`src/rtl/sr_bank_pkg.sv`:
```
// sr_bank_pkg
//   Shared definitions for the set/reset flag bank: the mode constants that
//   pick how a qualified "both asserted" command resolves, and the 2-bit
//   command encoding built from the active-low set/reset request pair.
package sr_bank_pkg;

  localparam int SR_MODE_RST_DOM = 0;  // BOTH forces q=0
  localparam int SR_MODE_SET_DOM = 1;  // BOTH forces q=1
  localparam int SR_MODE_TOGGLE  = 2;  // BOTH flips q once per qualification
  localparam int SR_MODE_HOLD    = 3;  // BOTH leaves q alone

  // {set, reset} after inversion of the active-low inputs.
  typedef enum logic [1:0] {
    CMD_NONE = 2'b00,
    CMD_RST  = 2'b01,
    CMD_SET  = 2'b10,
    CMD_BOTH = 2'b11
  } sr_cmd_e;

endpackage

```
`src/rtl/sr_bank_channel.sv`:
```
// sr_bank_channel
//   One flag channel: samples the asynchronous active-low set/reset pair,
//   filters it for FILTER_CYCLES consecutive equal samples, resolves the
//   qualified command per MODE and drives registered q / q_bar plus a
//   one-cycle change pulse.
//   Optional build macro SR_LATCH_BANK_INVALID_EN adds the both_qualified_o
//   port, flagging a qualified BOTH command this cycle.
// Ports:
//   clk, rst_n        clock, synchronous active-low reset
//   s_n_i, r_n_i      set / reset request, active-low, asynchronous
//   q_o, q_bar_o      registered flag state and its complement
//   changed_o         high for the cycle in which q_o took a new value
//   both_qualified_o  (macro only) qualified BOTH in this cycle
module sr_bank_channel
  import sr_bank_pkg::*;
#(
  parameter int   FILTER_CYCLES = 3,
  parameter int   MODE          = SR_MODE_RST_DOM,
  parameter logic INIT_BIT      = 1'b0
) (
  input  logic clk,
  input  logic rst_n,
  input  logic s_n_i,
  input  logic r_n_i,
  output logic q_o,
  output logic q_bar_o,
  output logic changed_o
`ifdef SR_LATCH_BANK_INVALID_EN
  ,
  output logic both_qualified_o
`endif
);

  localparam int             CW      = $clog2(FILTER_CYCLES + 1);
  localparam logic [CW-1:0]  CNT_MAX = CW'(FILTER_CYCLES);

  sr_cmd_e       samp_q, samp_d;   // synchroniser stage, the only use of raw inputs
  sr_cmd_e       cand_q, cand_d;   // candidate being filtered
  logic [CW-1:0] cnt_q, cnt_d;     // consecutive equal samples of cand
  logic          q_q, q_d;
  logic          q_bar_q;
  logic          changed_q, changed_d;
  logic          qual;             // candidate is qualified this edge
  logic          fresh;            // qualification is a new event, not a held one

  always_comb begin
    samp_d = sr_cmd_e'({~s_n_i, ~r_n_i});
    cand_d = samp_q;
    // The filter runs on the registered sample stream only, so a metastable
    // raw input never reaches the counter or the resolution logic.
    if ((cnt_q != '0) && (samp_q == cand_q)) begin
      cnt_d = (cnt_q == CNT_MAX) ? cnt_q : cnt_q + 1'b1;
    end else begin
      cnt_d = CW'(1);
    end
    qual  = (cnt_d == CNT_MAX);
    // Already saturated on the same candidate means the command is merely
    // being held; toggle mode must not act again on that.
    fresh = qual && !((cnt_q == CNT_MAX) && (samp_q == cand_q));

    q_d = q_q;
    if (qual) begin
      case (cand_d)
        CMD_SET: q_d = 1'b1;
        CMD_RST: q_d = 1'b0;
        CMD_BOTH: begin
          if (MODE == SR_MODE_RST_DOM) begin
            q_d = 1'b0;
          end else if (MODE == SR_MODE_SET_DOM) begin
            q_d = 1'b1;
          end else if ((MODE == SR_MODE_TOGGLE) && fresh) begin
            q_d = ~q_q;
          end
        end
        default: q_d = q_q;
      endcase
    end
    changed_d = q_d ^ q_q;
  end

`ifdef SR_LATCH_BANK_INVALID_EN
  assign both_qualified_o = qual && (cand_d == CMD_BOTH);
`endif

  always_ff @(posedge clk) begin
    if (!rst_n) begin
      samp_q    <= CMD_NONE;
      cand_q    <= CMD_NONE;
      cnt_q     <= '0;
      q_q       <= INIT_BIT;
      q_bar_q   <= ~INIT_BIT;
      changed_q <= 1'b0;
    end else begin
      samp_q    <= samp_d;
      cand_q    <= cand_d;
      cnt_q     <= cnt_d;
      q_q       <= q_d;
      q_bar_q   <= ~q_d;
      changed_q <= changed_d;
    end
  end

  assign q_o       = q_q;
  assign q_bar_o   = q_bar_q;
  assign changed_o = changed_q;

endmodule

```
`src/rtl/sr_latch_bank.sv`:
```
// sr_latch_bank
//   Bank of CHANNELS independent, glitch-filtered synchronous set/reset flags
//   with a sticky "both asserted" indicator.
//   Optional build macro SR_LATCH_BANK_INVALID_EN: when defined, the sticky
//   invalid register and its detection are built; otherwise invalid is 0.
// Ports:
//   clk, rst_n   clock, synchronous active-low reset
//   s_n, r_n     per-channel set / reset requests, active-low
//   q, q_bar     registered flag state and complement
//   changed      per-channel one-cycle pulse on a q transition
//   invalid      sticky: some channel qualified BOTH since reset
module sr_latch_bank
  import sr_bank_pkg::*;
#(
  parameter int                  CHANNELS      = 4,
  parameter int                  FILTER_CYCLES = 3,
  parameter int                  MODE          = SR_MODE_RST_DOM,
  parameter logic [CHANNELS-1:0] INIT          = '0
) (
  input  logic                clk,
  input  logic                rst_n,
  input  logic [CHANNELS-1:0] s_n,
  input  logic [CHANNELS-1:0] r_n,
  output logic [CHANNELS-1:0] q,
  output logic [CHANNELS-1:0] q_bar,
  output logic [CHANNELS-1:0] changed,
  output logic                invalid
);

`ifdef SR_LATCH_BANK_INVALID_EN
  logic [CHANNELS-1:0] both_qualified;
`endif

  for (genvar gi = 0; gi < CHANNELS; gi++) begin : g_ch
    sr_bank_channel #(
      .FILTER_CYCLES (FILTER_CYCLES),
      .MODE          (MODE),
      .INIT_BIT      (INIT[gi])
    ) u_channel (
      .clk       (clk),
      .rst_n     (rst_n),
      .s_n_i     (s_n[gi]),
      .r_n_i     (r_n[gi]),
      .q_o       (q[gi]),
      .q_bar_o   (q_bar[gi]),
      .changed_o (changed[gi])
`ifdef SR_LATCH_BANK_INVALID_EN
      ,
      .both_qualified_o (both_qualified[gi])
`endif
    );
  end

`ifdef SR_LATCH_BANK_INVALID_EN
  logic invalid_q;

  always_ff @(posedge clk) begin
    if (!rst_n) begin
      invalid_q <= 1'b0;
    end else if (|both_qualified) begin
      invalid_q <= 1'b1;
    end
  end

  assign invalid = invalid_q;
`else
  assign invalid = 1'b0;
`endif

endmodule
```
`config.mk`:
```
export PLATFORM = sky130hd
export DESIGN_NAME = sr_latch_bank
export DESIGN_NICKNAME = d
export VERILOG_FILES = /design/src/rtl/sr_bank_pkg.sv /design/src/rtl/sr_bank_channel.sv /design/src/rtl/sr_latch_bank.sv
export SDC_FILE = /design/constraint.sdc
export NUM_CORES = 1
export LEC_CHECK = 0
export ABC_AREA = 1
export BUFFER_PORTS_ARGS = -buffer_cell sky130_fd_sc_hd__buf_2
export CELL_PAD_IN_SITES_DETAIL_PLACEMENT = 0
export CELL_PAD_IN_SITES_GLOBAL_PLACEMENT = 1
export CORE_MARGIN = 2
export CORE_UTILIZATION = 43
export CTS_CLUSTER_DIAMETER = 150
export DETAILED_ROUTE_END_ITERATION = 10
export PLACE_DENSITY_LB_ADDON = 0.12
export SKIP_LAST_GASP = 1
export SYNTH_ARGS = -nofsm -noshare
export SYNTH_HDL_FRONTEND = slang
export SYNTH_SLANG_ARGS = --single-unit
```
`constraint.sdc`:
```
create_clock -name clk -period 1.8 [get_ports clk]
set_clock_uncertainty 0.1 [all_clocks]
set_input_delay 0.09 -clock clk [delete_from_list [all_inputs] [get_ports clk]]
set_output_delay 0.09 -clock clk [all_outputs]
set_load 0.05 [all_outputs]
```
======== Word-level counts from Yosys, hierarchy flattened ========
Index checks and enable logic that the tools add are counted.
storage, ports and cells
  output and inout port bits .............. 13
  flip-flop bits (word level) ............. 36
  input port bits ......................... 10
cells by class
  equal/unequal tests ..................... 24
  reductions and logical operators ........ 12
  bitwise logic cells ..................... 16
  add/subtract/negate cells ............... 4
  muxes and demuxes ....................... 16
operators by type and width
  kind                                           count
  == test 2 bit, second input constant           16
  2-to-1 mux 2 bit                               8
  inverter 1 bit                                 12
  adder 2 x 1 -> 2 bit, second input constant    4
  == test 2 x 1 -> 1 bit, second input constant  4
  == test 2 bit                                  4
  one-hot mux 1 bit (2 select lines)             4
  nonzero test 2 bit                             4
  OR reduction 2 bit                             4
  logical AND 1 bit                              4
  2-to-1 mux 1 bit                               4
  bitwise XOR 1 bit                              4

======== Depth between registers and ports, before layout ========
  depth after elaboration ................. 6
  mapped depth ............................ 8
  mapped depth without buffers ............ 8

======== By module ========
Synthesis repeated with hierarchy kept, for this count alone.
unflattened totals
  cell total of the unflattened synthesis .. 178
  area total of the unflattened synthesis .. 1407.6 um2
modules (own cells, without submodules)
  module           area each (um2)  instances  cells each  sequential area each (um2)
  sr_bank_channel  349.1            4          44          180.2
  sr_latch_bank    11.3             1          2           0.0

======== Least setup slack after synthesis ========
Ideal clock, no wire load.
  path kind ............................... flip-flop to flip-flop
  start point ............................. register g_ch[0].u_channel.samp_q[0]
  end point ............................... register (tool-made name)
  buffers on the path ..................... 0
  arrival time ............................ 0.909 ns
  library setup time ...................... 0.128 ns
  cell stages (with the launch flop) ...... 8
  clock period less this slack ............ 1.137 ns
  slack ................................... 0.663 ns
  required time ........................... 1.572 ns
  path through ............................ dfxtp_1 inv_2 nand2_2 nand2_2 nor3_4 nand2_1 o21ai_0 nor2_1
RTL lines
  item                    line                   text
  start, declared         sr_bank_channel.sv:37  sr_cmd_e samp_q, samp_d;
  start signal, assigned  sr_bank_channel.sv:94  samp_q <= samp_d;

==> run_results.csv <==
group,metric,value,unit
logic_synthesis,synth_edf_count,0,
layout,nNetsFinal,218,
logic_synthesis,synthFlopType,"dfxtp_1",
status,status,"finished clean",
clock_network,cts_buffer_depth,2,
sta,max_slew_margin,0.6587,
min_path,hold_path_class,"primary input to flop",
routing,via_count,1085,
setup_path,crit_buf_inv,1,
logic_synthesis,synthAdderAreaFrac,0,
setup_path,cpLargestDelayFamily,"flip-flops",
setup_path,cp.required,1610,ps
placed_design,gp_congestion,0.8288,
layout,syn2layout_area_growth,14.72,%
pwr,p_leak,0.8609,nW
logic_synthesis,synth_top_cell_by_area,"dfxtp_1",
clock_network,clkTransAtPathRegs,100,ps
placed_design,io_buffers,21,
layout,nFillCells,343,
die,core_area,0.003311,sq mm
clock_network,cts_tree,"done",
routing,wl_per_cell,9.318,um
die,die_h,62.47,um
sta,setup_viol,0,
layout,layout-drive-gt1-share,0.2057,
placed_design,hpwl,1.553,mm
flow_run,maxCapViolCount,0,
logic_synthesis,yosys-top-cells-count,"inv_1 (40), dfxtp_1 (36), nand2_1 (31)",
grt,met3_usage,0.03964,
logic_synthesis,synth_cell_types,25,
grt,track_usage,0.1400,
layout,antenna_cells,0,
logic_synthesis,synth_nets,197,
setup_path,crit_path_end_kind,"primary output",
die,initial_core_util,0.4441,
logic_synthesis,yosys_warnings,0,
grt,grt_pass1_wl,4.284,mm
clock_network,numCtsBuffers,5,
setup_path,max_stage_delay,430,ps
sta,fmax,799.6,MHz
logic_synthesis,syn_inst,187,
die,die_x,62.47,um
clock_network,cts_resized,0,
pwr,max-vdd-ir-drop,493.8,uV
grt,use_met2,0.2366,
sta,tns,0,ps
logic_synthesis,synth_area_per_cell,7.862,sq um
routing,drc,0,
clock_network,htreeDepth,2,
routing,drt_iter0_drc,39,
logic_synthesis,synthTopCellsByArea,"dfxtp_1 (49%), inv_1 (10%), nand2_1 (7.9%)",
routing,first_pass_iters,4,
grt,grt_max_degree,21,
sta,min_period,1251,ps
setup_path,startpoint_type,"flop",
clock_network,hold_buffers,8,
setup_path,path_cells,"buf_2",
grt,grt_pass1_vias,1055,
layout,finalNonFillerCells,255,
setup_path,path_class,"flop to primary output",
logic_synthesis,synth_top_area_share,0.4902,
clock_network,insertion_delay,330,ps
grt,grt_overflow,0,
logic_synthesis,synth_top_family_by_area,"simple AND/OR/NAND/NOR gates",
routing,routed_via_density,4.255,
logic_synthesis,async_flop_share,0,
logic_synthesis,synth_compound_area_frac,0.06043,
logic_synthesis,synth-simple-area-share,0.2298,
sta,fin_crit_sh,0.6948,
sta,worst_pin_slew,511.4,ps
logic_synthesis,syn-cell-area,0.001470,sq mm
clock_network,cts_sinks,36,
die,std_cell_rows,21,
grt,grt_use_met1,0.1595,
die,top_level_ports,23,
routing,antenna_left,0,
routing,routed_wl,2.376,mm
sta,rsz0062_at_grt,"false",
die,fp.dieArea,0.003903,sq mm
logic_synthesis,synth_xor_area_frac,0.03489,
logic_synthesis,yosysSeqAreaShare,0.4902,
clock_network,post-cts-setup-buffers,0,
setup_path,path_max_fanout,6,
sta,slew_viol_final,0,
pwr,p_per_area,975.2,mW/mm^2
setup_path,arrival,1060,ps
grt,grt_antenna_before_repair,0,
sta,hold_viol,0,
logic_synthesis,synthMuxAreaShare,0,
logic_synthesis,synth_most_common_cell,"inv_1",
setup_path,critical-path-slowest-cell,"dfxtp_1",
clock_network,cts-root-buf,"clkbuf_4",
placed_design,place_inst,239,
logic_synthesis,synth_seq_cells,36,
grt,grt-busiest-layer,"met2",
## where the power goes
part | total [mW] | internal, mW | switching, mW
logic | 0.226 | 0.0783 | 0.148
registers | 0.871 | 0.841 | 0.0303
clock network | 0.548 | 0.291 | 0.256
## layer usage
metal | part of all wire | up-vias
met5 | 0 | -
met4 | 0.013 | 0
met3 | 0.036 | 5
met2 | 0.49 | 17
met1 | 0.46 | 478
li1 | - | 585
## cell type report
type / count / area, sq um / area share
sequential: 36 / 720.7 / 0.4273
multi-input combinational: 93 / 481.7 / 0.2856
timing repair buffer: 30 / 192.7 / 0.1142
inverter: 42 / 157.7 / 0.09347
tap: 46 / 57.56 / 0.03412
clock buffer: 6 / 41.29 / 0.02448
clock inverter: 2 / 35.03 / 0.02077
## final timing paths
kind,slack (ps),from,endpoint,cells after the start
setup / recovery,550,flop,q[0],1
hold / removal,100,rst_n,g_ch[2].u_channel.q_bar_o,3
setup reg to reg,560,g_ch[0].u_channel.cand_d[0],flop,7
hold reg to reg,350,g_ch[1].u_channel.cand_d[1],g_ch[1].u_channel.cand_q[1],2
## logic make-up (layout without fill, tap and decap cells)
kind of cell | after synthesis | in the layout
and+or+nand+nor | 71 | 71
other | 1 | 1
buffers and inverters | 58 | 80
AOI/OAI and AO/OA | 16 | 16
xor gates and xnor gates | 5 | 5
DFF | 36 | 36
## stage by stage
| stage | power [mW] | worst slack [ps] | cell area, sq um | hold slack (ps) | util |
|---|---|---|---|---|---|
| final | 1.645 | 549.3 | 1687 | 98.81 | 0.5094 |
| after floorplan | 1.074 | 663.2 | 1470 | 62.38 | - |
| after CTS | 1.675 | 526.0 | 1687 | 80.93 | 0.5094 |
| after global routing | 1.732 | 413.6 | 1687 | 101.1 | 0.5094 |
| after detailed placement | 1.103 | 567.5 | 1530 | 149.1 | 0.4622 |
| after global placement | 1.098 | 618.6 | 1530 | 145.6 | 0.4622 |
## worst min-delay path, delay by kind of cell
kind	cells	cell delay (ps)
AND/OR/NAND/NOR	1	100
buffers and inverters	2	300
## placed cells by master, fill, tap and decap left out, types with 5 or more instances in the layout
master / count
inv_1: 40
dfxtp_1: 36
nand2_1: 31
nor2_1: 24
buf_2: 21
dlygate4sd3_1: 8
o21ai_0: 6
nand4_1: 5
a21oi_1: 5
clkbuf_4: 5
No activity file was read; power rests on OpenSTA's default activity.
